[config.mk]
export PLATFORM = sky130hd
export DESIGN_NAME = data_bus_arbiter_flat
export DESIGN_NICKNAME = d
export VERILOG_FILES = /design/src/rtl/data_bus_arbiter_pkg.sv /design/src/rtl/data_bus_arbiter_if.sv /design/src/rtl/data_bus_arbiter_bus_wait_counter.sv /design/src/rtl/data_bus_arbiter.sv /design/src/flat_wrapper.sv
export SDC_FILE = /design/constraint.sdc
export NUM_CORES = 1
export LEC_CHECK = 0
export CAP_MARGIN = 20
export CELL_PAD_IN_SITES_DETAIL_PLACEMENT = 1
export CELL_PAD_IN_SITES_GLOBAL_PLACEMENT = 1
export CORE_ASPECT_RATIO = 0.5
export CORE_UTILIZATION = 19
export CTS_BUF_LIST = sky130_fd_sc_hd__clkbuf_16
export CTS_CLUSTER_SIZE = 10
export DETAILED_ROUTE_END_ITERATION = 10
export GPL_ROUTABILITY_DRIVEN = 0
export PLACE_DENSITY = 0.87
export SKIP_LAST_GASP = 1
export SYNTH_ARGS = -nofsm -noshare
export SYNTH_HDL_FRONTEND = slang
export SYNTH_SLANG_ARGS = --single-unit
export TNS_END_PERCENT = 100
[constraint.sdc]
create_clock -name clk -period 1.5 [get_ports clk]
set_clock_uncertainty 0.1 [all_clocks]
set_input_delay 0.3 -clock clk [delete_from_list [all_inputs] [get_ports clk]]
set_output_delay 0.3 -clock clk [all_outputs]
set_load 0.1 [all_outputs]
[src/rtl/data_bus_arbiter_pkg.sv]
// Shared definitions for the MiniRISC data-bus arbiter: FSM state encodings,
// master IDs and the round-robin pick used at arbitration time.
package data_bus_arbiter_pkg;

    typedef enum logic [1:0] {
        BUS_IDLE   = 2'd0,
        BUS_WAIT   = 2'd1,
        BUS_ACCESS = 2'd2
    } bus_state_t;

    localparam logic BUS_MASTER_CPU = 1'b0;
    localparam logic BUS_MASTER_DMA = 1'b1;

    localparam int CNT_W = 4;

    // On a tie the master that was not served last wins.
    function automatic logic pick_owner(input logic cpu_req, input logic dma_req,
                                        input logic last);
        if (cpu_req && dma_req) return ~last;
        else if (dma_req)       return BUS_MASTER_DMA;
        else                    return BUS_MASTER_CPU;
    endfunction

endpackage

[src/rtl/data_bus_arbiter_if.sv]
// Two-master data-bus handshake plus the shared memory/peripheral bus lines.
interface data_bus_arbiter_if #(
    parameter int ADDR_W = 8,
    parameter int DATA_W = 8
);
    logic              cpu_bus_req;
    logic              cpu_wr;
    logic              cpu_rd;
    logic [ADDR_W-1:0] cpu_addr;
    logic [DATA_W-1:0] cpu_wr_data;
    logic              cpu_bus_grant;

    logic              dma_bus_req;
    logic              dma_wr;
    logic              dma_rd;
    logic [ADDR_W-1:0] dma_addr;
    logic [DATA_W-1:0] dma_wr_data;
    logic              dma_bus_grant;

    logic [ADDR_W-1:0] mem_addr;
    logic [DATA_W-1:0] mem_wr_data;
    logic              mem_wr;
    logic              mem_rd;

    modport master (
        output cpu_bus_req, cpu_wr, cpu_rd, cpu_addr, cpu_wr_data,
        output dma_bus_req, dma_wr, dma_rd, dma_addr, dma_wr_data,
        input  cpu_bus_grant, dma_bus_grant,
        input  mem_addr, mem_wr_data, mem_wr, mem_rd
    );

    modport slave (
        input  cpu_bus_req, cpu_wr, cpu_rd, cpu_addr, cpu_wr_data,
        input  dma_bus_req, dma_wr, dma_rd, dma_addr, dma_wr_data,
        output cpu_bus_grant, dma_bus_grant,
        output mem_addr, mem_wr_data, mem_wr, mem_rd
    );
endinterface

[src/rtl/data_bus_arbiter_bus_wait_counter.sv]
// Loadable 4-bit down-counter timing the wait states; saturates at zero.
module bus_wait_counter
    import data_bus_arbiter_pkg::*;
(
    input  logic             clk,
    input  logic             rst,
    input  logic             load,
    input  logic             en,
    input  logic [CNT_W-1:0] load_val,
    output logic             zero
);
    logic [CNT_W-1:0] cnt;

    always_ff @(posedge clk or posedge rst) begin
        if (rst)                   cnt <= '0;
        else if (load)             cnt <= load_val;
        else if (en && cnt != '0)  cnt <= cnt - 1'b1;
    end

    assign zero = (cnt == '0);
endmodule

[src/rtl/data_bus_arbiter.sv]
// Round-robin CPU/DMA data-bus arbiter: arbitrate, wait WAIT_STATES cycles,
// then issue one single-cycle access for the owner.
module data_bus_arbiter
    import data_bus_arbiter_pkg::*;
#(
    parameter int ADDR_W      = 8,
    parameter int DATA_W      = 8,
    parameter int WAIT_STATES = 1
) (
    input  logic             clk,
    input  logic             rst,
    data_bus_arbiter_if.slave bus
);
    localparam logic [CNT_W-1:0] WAIT_LOAD =
        (WAIT_STATES == 0) ? '0 : CNT_W'(WAIT_STATES - 1);

    bus_state_t state, state_nxt;
    logic       owner, owner_nxt;
    logic       last, last_nxt;
    logic       cnt_load, cnt_en, cnt_zero;

    logic              owner_req, owner_wr, owner_rd;
    logic [ADDR_W-1:0] owner_addr;
    logic [DATA_W-1:0] owner_wr_data;

    assign owner_req     = (owner == BUS_MASTER_DMA) ? bus.dma_bus_req : bus.cpu_bus_req;
    assign owner_wr      = (owner == BUS_MASTER_DMA) ? bus.dma_wr      : bus.cpu_wr;
    assign owner_rd      = (owner == BUS_MASTER_DMA) ? bus.dma_rd      : bus.cpu_rd;
    assign owner_addr    = (owner == BUS_MASTER_DMA) ? bus.dma_addr    : bus.cpu_addr;
    assign owner_wr_data = (owner == BUS_MASTER_DMA) ? bus.dma_wr_data : bus.cpu_wr_data;

    bus_wait_counter u_wait_cnt (
        .clk      (clk),
        .rst      (rst),
        .load     (cnt_load),
        .en       (cnt_en),
        .load_val (WAIT_LOAD),
        .zero     (cnt_zero)
    );

    always_ff @(posedge clk or posedge rst) begin
        if (rst) begin
            state <= BUS_IDLE;
            owner <= BUS_MASTER_CPU;
            last  <= BUS_MASTER_DMA;
        end else begin
            state <= state_nxt;
            owner <= owner_nxt;
            last  <= last_nxt;
        end
    end

    always_comb begin
        state_nxt = state;
        owner_nxt = owner;
        last_nxt  = last;
        cnt_load  = 1'b0;
        cnt_en    = 1'b0;
        case (state)
            BUS_IDLE: begin
                if (bus.cpu_bus_req || bus.dma_bus_req) begin
                    owner_nxt = pick_owner(bus.cpu_bus_req, bus.dma_bus_req, last);
                    if (WAIT_STATES == 0) begin
                        state_nxt = BUS_ACCESS;
                    end else begin
                        state_nxt = BUS_WAIT;
                        cnt_load  = 1'b1;
                    end
                end
            end
            BUS_WAIT: begin
                // A withdrawn request abandons the slot without touching last.
                if (!owner_req)    state_nxt = BUS_IDLE;
                else if (cnt_zero) state_nxt = BUS_ACCESS;
                else               cnt_en    = 1'b1;
            end
            BUS_ACCESS: begin
                state_nxt = BUS_IDLE;
                if (owner_req) last_nxt = owner;
            end
            default: state_nxt = BUS_IDLE;
        endcase
    end

    always_comb begin
        bus.cpu_bus_grant = 1'b0;
        bus.dma_bus_grant = 1'b0;
        bus.mem_wr        = 1'b0;
        bus.mem_rd        = 1'b0;
        if (state == BUS_ACCESS && owner_req) begin
            if (owner == BUS_MASTER_DMA) bus.dma_bus_grant = 1'b1;
            else                         bus.cpu_bus_grant = 1'b1;
            bus.mem_wr = owner_wr;
            bus.mem_rd = owner_rd & ~owner_wr;
        end
    end

    assign bus.mem_addr    = owner_addr;
    assign bus.mem_wr_data = owner_wr_data;
endmodule

[src/flat_wrapper.sv]
// flat-port wrapper written by rule: the top's interface ports become plain ports
module data_bus_arbiter_flat import data_bus_arbiter_pkg::*;
#(
    parameter int ADDR_W      = 8,
    parameter int DATA_W      = 8,
    parameter int WAIT_STATES = 1
)
  (clk, rst, bus_cpu_bus_req, bus_cpu_wr, bus_cpu_rd, bus_cpu_addr, bus_cpu_wr_data, bus_dma_bus_req, bus_dma_wr, bus_dma_rd, bus_dma_addr, bus_dma_wr_data, bus_cpu_bus_grant, bus_dma_bus_grant, bus_mem_addr, bus_mem_wr_data, bus_mem_wr, bus_mem_rd);
  data_bus_arbiter_if #(.ADDR_W(ADDR_W), .DATA_W(DATA_W)) bus_i ();
  input  logic clk;
  input  logic rst;
  input wire logic [$bits(bus_i.cpu_bus_req)-1:0] bus_cpu_bus_req;
  input wire logic [$bits(bus_i.cpu_wr)-1:0] bus_cpu_wr;
  input wire logic [$bits(bus_i.cpu_rd)-1:0] bus_cpu_rd;
  input wire logic [$bits(bus_i.cpu_addr)-1:0] bus_cpu_addr;
  input wire logic [$bits(bus_i.cpu_wr_data)-1:0] bus_cpu_wr_data;
  input wire logic [$bits(bus_i.dma_bus_req)-1:0] bus_dma_bus_req;
  input wire logic [$bits(bus_i.dma_wr)-1:0] bus_dma_wr;
  input wire logic [$bits(bus_i.dma_rd)-1:0] bus_dma_rd;
  input wire logic [$bits(bus_i.dma_addr)-1:0] bus_dma_addr;
  input wire logic [$bits(bus_i.dma_wr_data)-1:0] bus_dma_wr_data;
  output wire logic [$bits(bus_i.cpu_bus_grant)-1:0] bus_cpu_bus_grant;
  output wire logic [$bits(bus_i.dma_bus_grant)-1:0] bus_dma_bus_grant;
  output wire logic [$bits(bus_i.mem_addr)-1:0] bus_mem_addr;
  output wire logic [$bits(bus_i.mem_wr_data)-1:0] bus_mem_wr_data;
  output wire logic [$bits(bus_i.mem_wr)-1:0] bus_mem_wr;
  output wire logic [$bits(bus_i.mem_rd)-1:0] bus_mem_rd;
  assign bus_i.cpu_bus_req = bus_cpu_bus_req;
  assign bus_i.cpu_wr = bus_cpu_wr;
  assign bus_i.cpu_rd = bus_cpu_rd;
  assign bus_i.cpu_addr = bus_cpu_addr;
  assign bus_i.cpu_wr_data = bus_cpu_wr_data;
  assign bus_i.dma_bus_req = bus_dma_bus_req;
  assign bus_i.dma_wr = bus_dma_wr;
  assign bus_i.dma_rd = bus_dma_rd;
  assign bus_i.dma_addr = bus_dma_addr;
  assign bus_i.dma_wr_data = bus_dma_wr_data;
  assign bus_cpu_bus_grant = bus_i.cpu_bus_grant;
  assign bus_dma_bus_grant = bus_i.dma_bus_grant;
  assign bus_mem_addr = bus_i.mem_addr;
  assign bus_mem_wr_data = bus_i.mem_wr_data;
  assign bus_mem_wr = bus_i.mem_wr;
  assign bus_mem_rd = bus_i.mem_rd;
  data_bus_arbiter #(.ADDR_W(ADDR_W), .DATA_W(DATA_W), .WAIT_STATES(WAIT_STATES)) u_core (.clk(clk), .rst(rst), .bus(bus_i));
endmodule
Yosys cells after proc, flatten, opt, wreduce, memory -nomap -nowiden
Index checks and enable logic that the tools add are counted.
{"block": "classes", "addsub": 1, "eq_ne": 4, "muxes": 24, "bitwise_logic": 3, "n_reduce_logical": 11}
{"op": "$mux 1", "n": 16}
{"op": "$mux 8", "n": 2}
{"op": "$mux 4", "n": 2}
{"op": "$mux 2", "n": 3}
{"op": "$reduce_and 2->1", "n": 3}
{"op": "$logic_not 4->1", "n": 1}
{"op": "$pmux 2 s2", "n": 1}
{"op": "$reduce_bool 4->1", "n": 1}
{"op": "$sub 4x1->4 const B", "n": 1}
{"op": "$logic_and 1x1->1", "n": 3}
{"op": "$ne 3x2->1 const B", "n": 1}
{"op": "$eq 2x1->1 const B", "n": 1}
{"op": "$eq 2x2->1 const B", "n": 1}
{"op": "$logic_not 2->1", "n": 1}
{"op": "$ne 2x1->1 const B", "n": 1}
{"op": "$not 1->1", "n": 2}
{"op": "$reduce_bool 2->1", "n": 1}
{"op": "$and 1x1->1", "n": 1}
{"op": "$logic_or 1x1->1", "n": 1}
{"block": "totals", "reg_bits": 8, "in_bits": 40, "wordCells": 47}

Logic depth before layout (Yosys ltp)
Gate-level depths: netlist of run 1.
{"block": "depth", "depth_word": 7, "depth_mapped": 5}

Hierarchy
A second synthesis of run 1 with hierarchy kept.
{"block": "hier_totals", "hier_cells": 78, "hier_area_um2": 742.0}
{"mod": "data_bus_arbiter", "instances": 1, "cells_each": 50, "area_each_um2": 480.5, "seq_area_each_um2": 101.3}
{"mod": "bus_wait_counter", "instances": 1, "cells_each": 28, "area_each_um2": 261.5, "seq_area_each_um2": 100.1}

Least setup slack after synthesis of run 1
OpenSTA, ideal clock, no wires.
{"block": "synth_timing", "path_kind": "register to output", "from": "register u_core.state[1]", "to": "output port bus_mem_rd", "arrival_ns": 2.317, "slack_ns": -1.217, "stages_incl_launch_ff": 4, "path_buffers": 0, "path_cell_list": "dfrtp_1 > nor2b_1 > and3_1 > a32o_1"}
{"block": "synth_between", "elab_chain_len": 3}
{"element": "start, declared", "line": "data_bus_arbiter.sv:17", "rtl": "bus_state_t state, state_nxt;"}
{"element": "start signal, assigned", "line": "data_bus_arbiter.sv:47", "rtl": "state <= state_nxt;"}
{"element": "$eq 2x2->1", "line": "data_bus_arbiter.sv:90", "rtl": "if (state == BUS_ACCESS && owner_req) begin"}
{"element": "$logic_and 1x1->1", "line": "data_bus_arbiter.sv:90"}
{"element": "$mux 1", "line": "data_bus_arbiter.sv:90"}
{"element": "end, declared", "line": "flat_wrapper.sv:27", "rtl": "output wire logic [$bits(bus_i.mem_rd)-1:0] bus_mem_rd;"}
No other way between the ends.

Worst setup path in the final report of run 1
{"block": "layout_timing", "from": "register u_core.owner", "to": "output port bus_mem_wr_data[7]"}
{"block": "layout_between", "elab_chain_len": 1}
{"element": "start, declared", "line": "data_bus_arbiter.sv:18", "rtl": "logic owner, owner_nxt;"}
{"element": "start signal, assigned", "line": "data_bus_arbiter.sv:48", "rtl": "owner <= owner_nxt;"}
{"element": "$mux 8", "line": "data_bus_arbiter.sv:30", "rtl": "assign owner_wr_data = (owner == BUS_MASTER_DMA) ? bus.dma_wr_data : bus.cpu_wr_data;"}
{"element": "end, declared", "line": "flat_wrapper.sv:25", "rtl": "output wire logic [$bits(bus_i.mem_wr_data)-1:0] bus_mem_wr_data;"}
No other way between the ends.

==> metrics, run 1 <==
status=complete, but fails checks; failing checks=setup timing; Fin Hold WS=0.2284 ns; vias per std cell=4.588; WP data arrival=1.42 ns; routed via count=890; number of global-route vias before repair=1068; Pwr Density=1978 nW/um^2; Synth cell types=26; wire length per cell=20.75 um; initial antenna violation count=0; M1 GR Usage=23.93%; crit path cell chain=buf_12 > mux2_4 > buf_12; Slew Viols, Final=0; GRT met2 Usage=45.08%; Starting Density=21.23%; CTS tree=built; layout cells sized above 1=49.32%; FF-to-FF setup slack=-0.14 ns; clk root buf=clkbuf_16; clk_lat worst skew=0.24 ns; worst hold path type=input port to async pin; Synth Cell Area=680.7 um^2; Worst setup SP type=flop; Syn Inst Count=70; largest net degree at the start of global routing=9; gr busiest metal=met2; Synth Area per Inst=9.724 um^2; total negative slack=-6.307 ns; Clock Pin Slew Worst Setup and Hold Paths=0.04 ns; first-pass GRT wire length=6175 um; clock buffer count from CTS=3; P_leak=0.8498 nW; Mapped Nets=112; Core Box Area=3206 um^2; ANT cells=0; Site Rows=14; slowest stage delay, CP=0.50 ns; max cap viols=0; Area Overhead vs Synth=177.4%; H-tree Lvls=1; fin util=58.90%; CTS sink cnt=8; GRT met3 Usage=4.664%; first-pass iteration count of the detailed router=4; slew at the pin with the worst max-slew slack=0.5423 ns; Final nets=189; Peak Freq=550.5 MHz; PnR worst setup slack=-0.3166 ns; DR DRC count=0; Die Wd=86.65 um; worst vdd ir=0.6385 mV; WP data required=1.10 ns; Die Y=44.32 um; Total Power=0.003734 W; final worst-path cycle share=121.1%; hold_buf cts=0; IO Pins=60; RSZ-0062 raised after global routing=true; Final ANT Viol Nets=0; crit path max fanout=8; Slowest-stage cell, CP=dfrtp_2; Final min period=1.817 ns; # port buffers=59; die footprint=3840 um^2; Overflow after GRT=0; post-synthesis register bit count=8; DP Wirelength=2579 um; All-Layer GR Usage=22.73%; routed wire length=4026 um; cell mode on critical path=buf_12; Final Setup Violations=25; crit-path leading delay family=flip-flops; Critical Path Sink Type=output pin; crit path kind=flop to output pin; initial drt markers=15; Seq/Total Area, Yosys=29.60%; relative slew slack=63.77%; Final Hold Viols=0; CP Buf/Inv Count=2; Filler Cell Count=332; Longest Clk Path Bufs=2; Yosys warnings=0
[cells in the mapped netlist]
library cell,n,share of area (%)
a21oi_1,2,1.5
buf_2,1,0.73
dfstp_2,1,3.9
or2_0,1,0.92
or2_2,1,0.92
nor2_1,3,1.7
or3b_4,1,1.7
a32oi_1,1,1.3
and3_1,1,0.92
buf_4,1,1.1
o21ai_0,7,5.1
nand4_1,1,0.92
nand3_1,1,0.73
a32o_1,1,1.5
nand3_2,1,1.5
and2_1,1,0.92
mux2i_1,4,5.9
ha_1,2,3.7
nor2b_1,5,4.6
inv_1,5,2.8
nand2_1,3,1.7
nor3_1,1,0.73
nand3b_1,1,1.1
dfrtp_1,7,26
mux2_2,16,26
mux2_4,1,2.2
[cells by family (layout without fill, tap and decap cells)]
group / Yosys count / in the layout / synth area share [%]
AO/OA/AOI/OAI: 11 / 11 / 9.375
adder cells (fa/ha/maj): 2 / 2 / 3.676
buffers and inverters: 7 / 83 / 4.596
flip-flops: 8 / 8 / 29.60
multiplexers: 21 / 21 / 34.56
AND/OR/NAND/NOR: 21 / 21 / 18.20
[layout by cell type (no fill, tap or decap), types with 2 or more instances in the layout]
cell type / n
a21oi_1: 2
buf_12: 21
buf_4: 8
buf_6: 6
clkbuf_16: 3
clkdlybuf4s50_1: 35
dfrtp_1: 6
dlygate4sd2_1: 4
ha_1: 2
inv_1: 6
mux2_4: 17
mux2i_1: 2
mux2i_2: 2
nand2_1: 2
nor2_1: 3
nor2b_1: 2
nor2b_4: 3
o21ai_0: 5
[path summary, 6_finish.rpt]
check / startpoint / endpoint / cells past startpoint
min in group clk: u_core.u_wait_cnt.cnt[2]$_DFFE_PP0P_ / u_core.u_wait_cnt.cnt[2]$_DFFE_PP0P_ / 1
hold / removal: rst / u_core.u_wait_cnt.cnt[1]$_DFFE_PP0P_ / 2
setup reg to reg: u_core.owner$_DFFE_PP0P_ / u_core.u_wait_cnt.cnt[3]$_DFFE_PP0P_ / 5
hold reg to reg: u_core.u_wait_cnt.cnt[2]$_DFFE_PP0P_ / u_core.u_wait_cnt.cnt[2]$_DFFE_PP0P_ / 1
max in group asynchronous: rst / u_core.last$_DFFE_PP1P_ / 2
setup / recovery: u_core.owner$_DFFE_PP0P_ / bus_mem_wr_data[7] / 3
[sequential cells by signal, indices dropped and copies added, names as in the netlist]
| register | cells |
|---|---|
| u_core.u_wait_cnt.cnt | 4 |
| u_core.last | 1 |
| u_core.owner | 1 |
| u_core.state | 2 |
[routing by layer]
metal	wire, um	up-vias
met5	0	-
met4	134	0
met3	197	12
met2	2207	37
met1	1487	435
li1	-	406
[power by group]
| part | switching, W | total, W | internal, W |
|---|---|---|---|
| Sequential | 0.0000858 | 0.000360 | 0.000274 |
| Clock | 0.000139 | 0.000489 | 0.000351 |
| Combinational | 0.00165 | 0.00289 | 0.00124 |
| Total | 0.00187 | 0.00373 | 0.00186 |
[final cells by class]
class	count	area, um^2	share of cell area (%)
clock buffer	3	75.07	3.976
clock inverter	1	3.754	0.1988
inverter	5	18.77	0.9940
multi-input combinational	55	594.3	31.48
sequential	8	202.7	10.74
tap	48	60.06	3.181
timing repair buffer	74	933.4	49.44
[stage by stage]
step	worst slack, ns	cell area, um^2	std cells
6_report	-0.3166	1888	194
5_1_grt	-0.3470	1888	194
4_1_cts	-0.3089	1874	194
3_5_place_dp	-0.4265	1695	187
3_3_place_gp	-0.3383	1695	187
2_1_floorplan	-0.2976	760.7	70
[what timing repair did]
action	4_1_cts	5_1_grt
endpoints found under the setup margin	25	27
pin swaps	0	2
resized for setup	24	6
setup buffers	3	0
Note: power is estimated with default switching activity, not from simulation.
==> run 2: changes to the inputs <==
--- a/config.mk
+++ b/config.mk
@@ -11,7 +11,7 @@
 export CORE_ASPECT_RATIO = 0.5
 export CORE_UTILIZATION = 19
 export CTS_BUF_LIST = sky130_fd_sc_hd__clkbuf_16
-export CTS_CLUSTER_SIZE = 10
+export CTS_CLUSTER_SIZE = 20
 export DETAILED_ROUTE_END_ITERATION = 10
 export GPL_ROUTABILITY_DRIVEN = 0
 export PLACE_DENSITY = 0.87
==> results of run 2 <==
Final layout, timing and power as in run 1 (identical DEF).
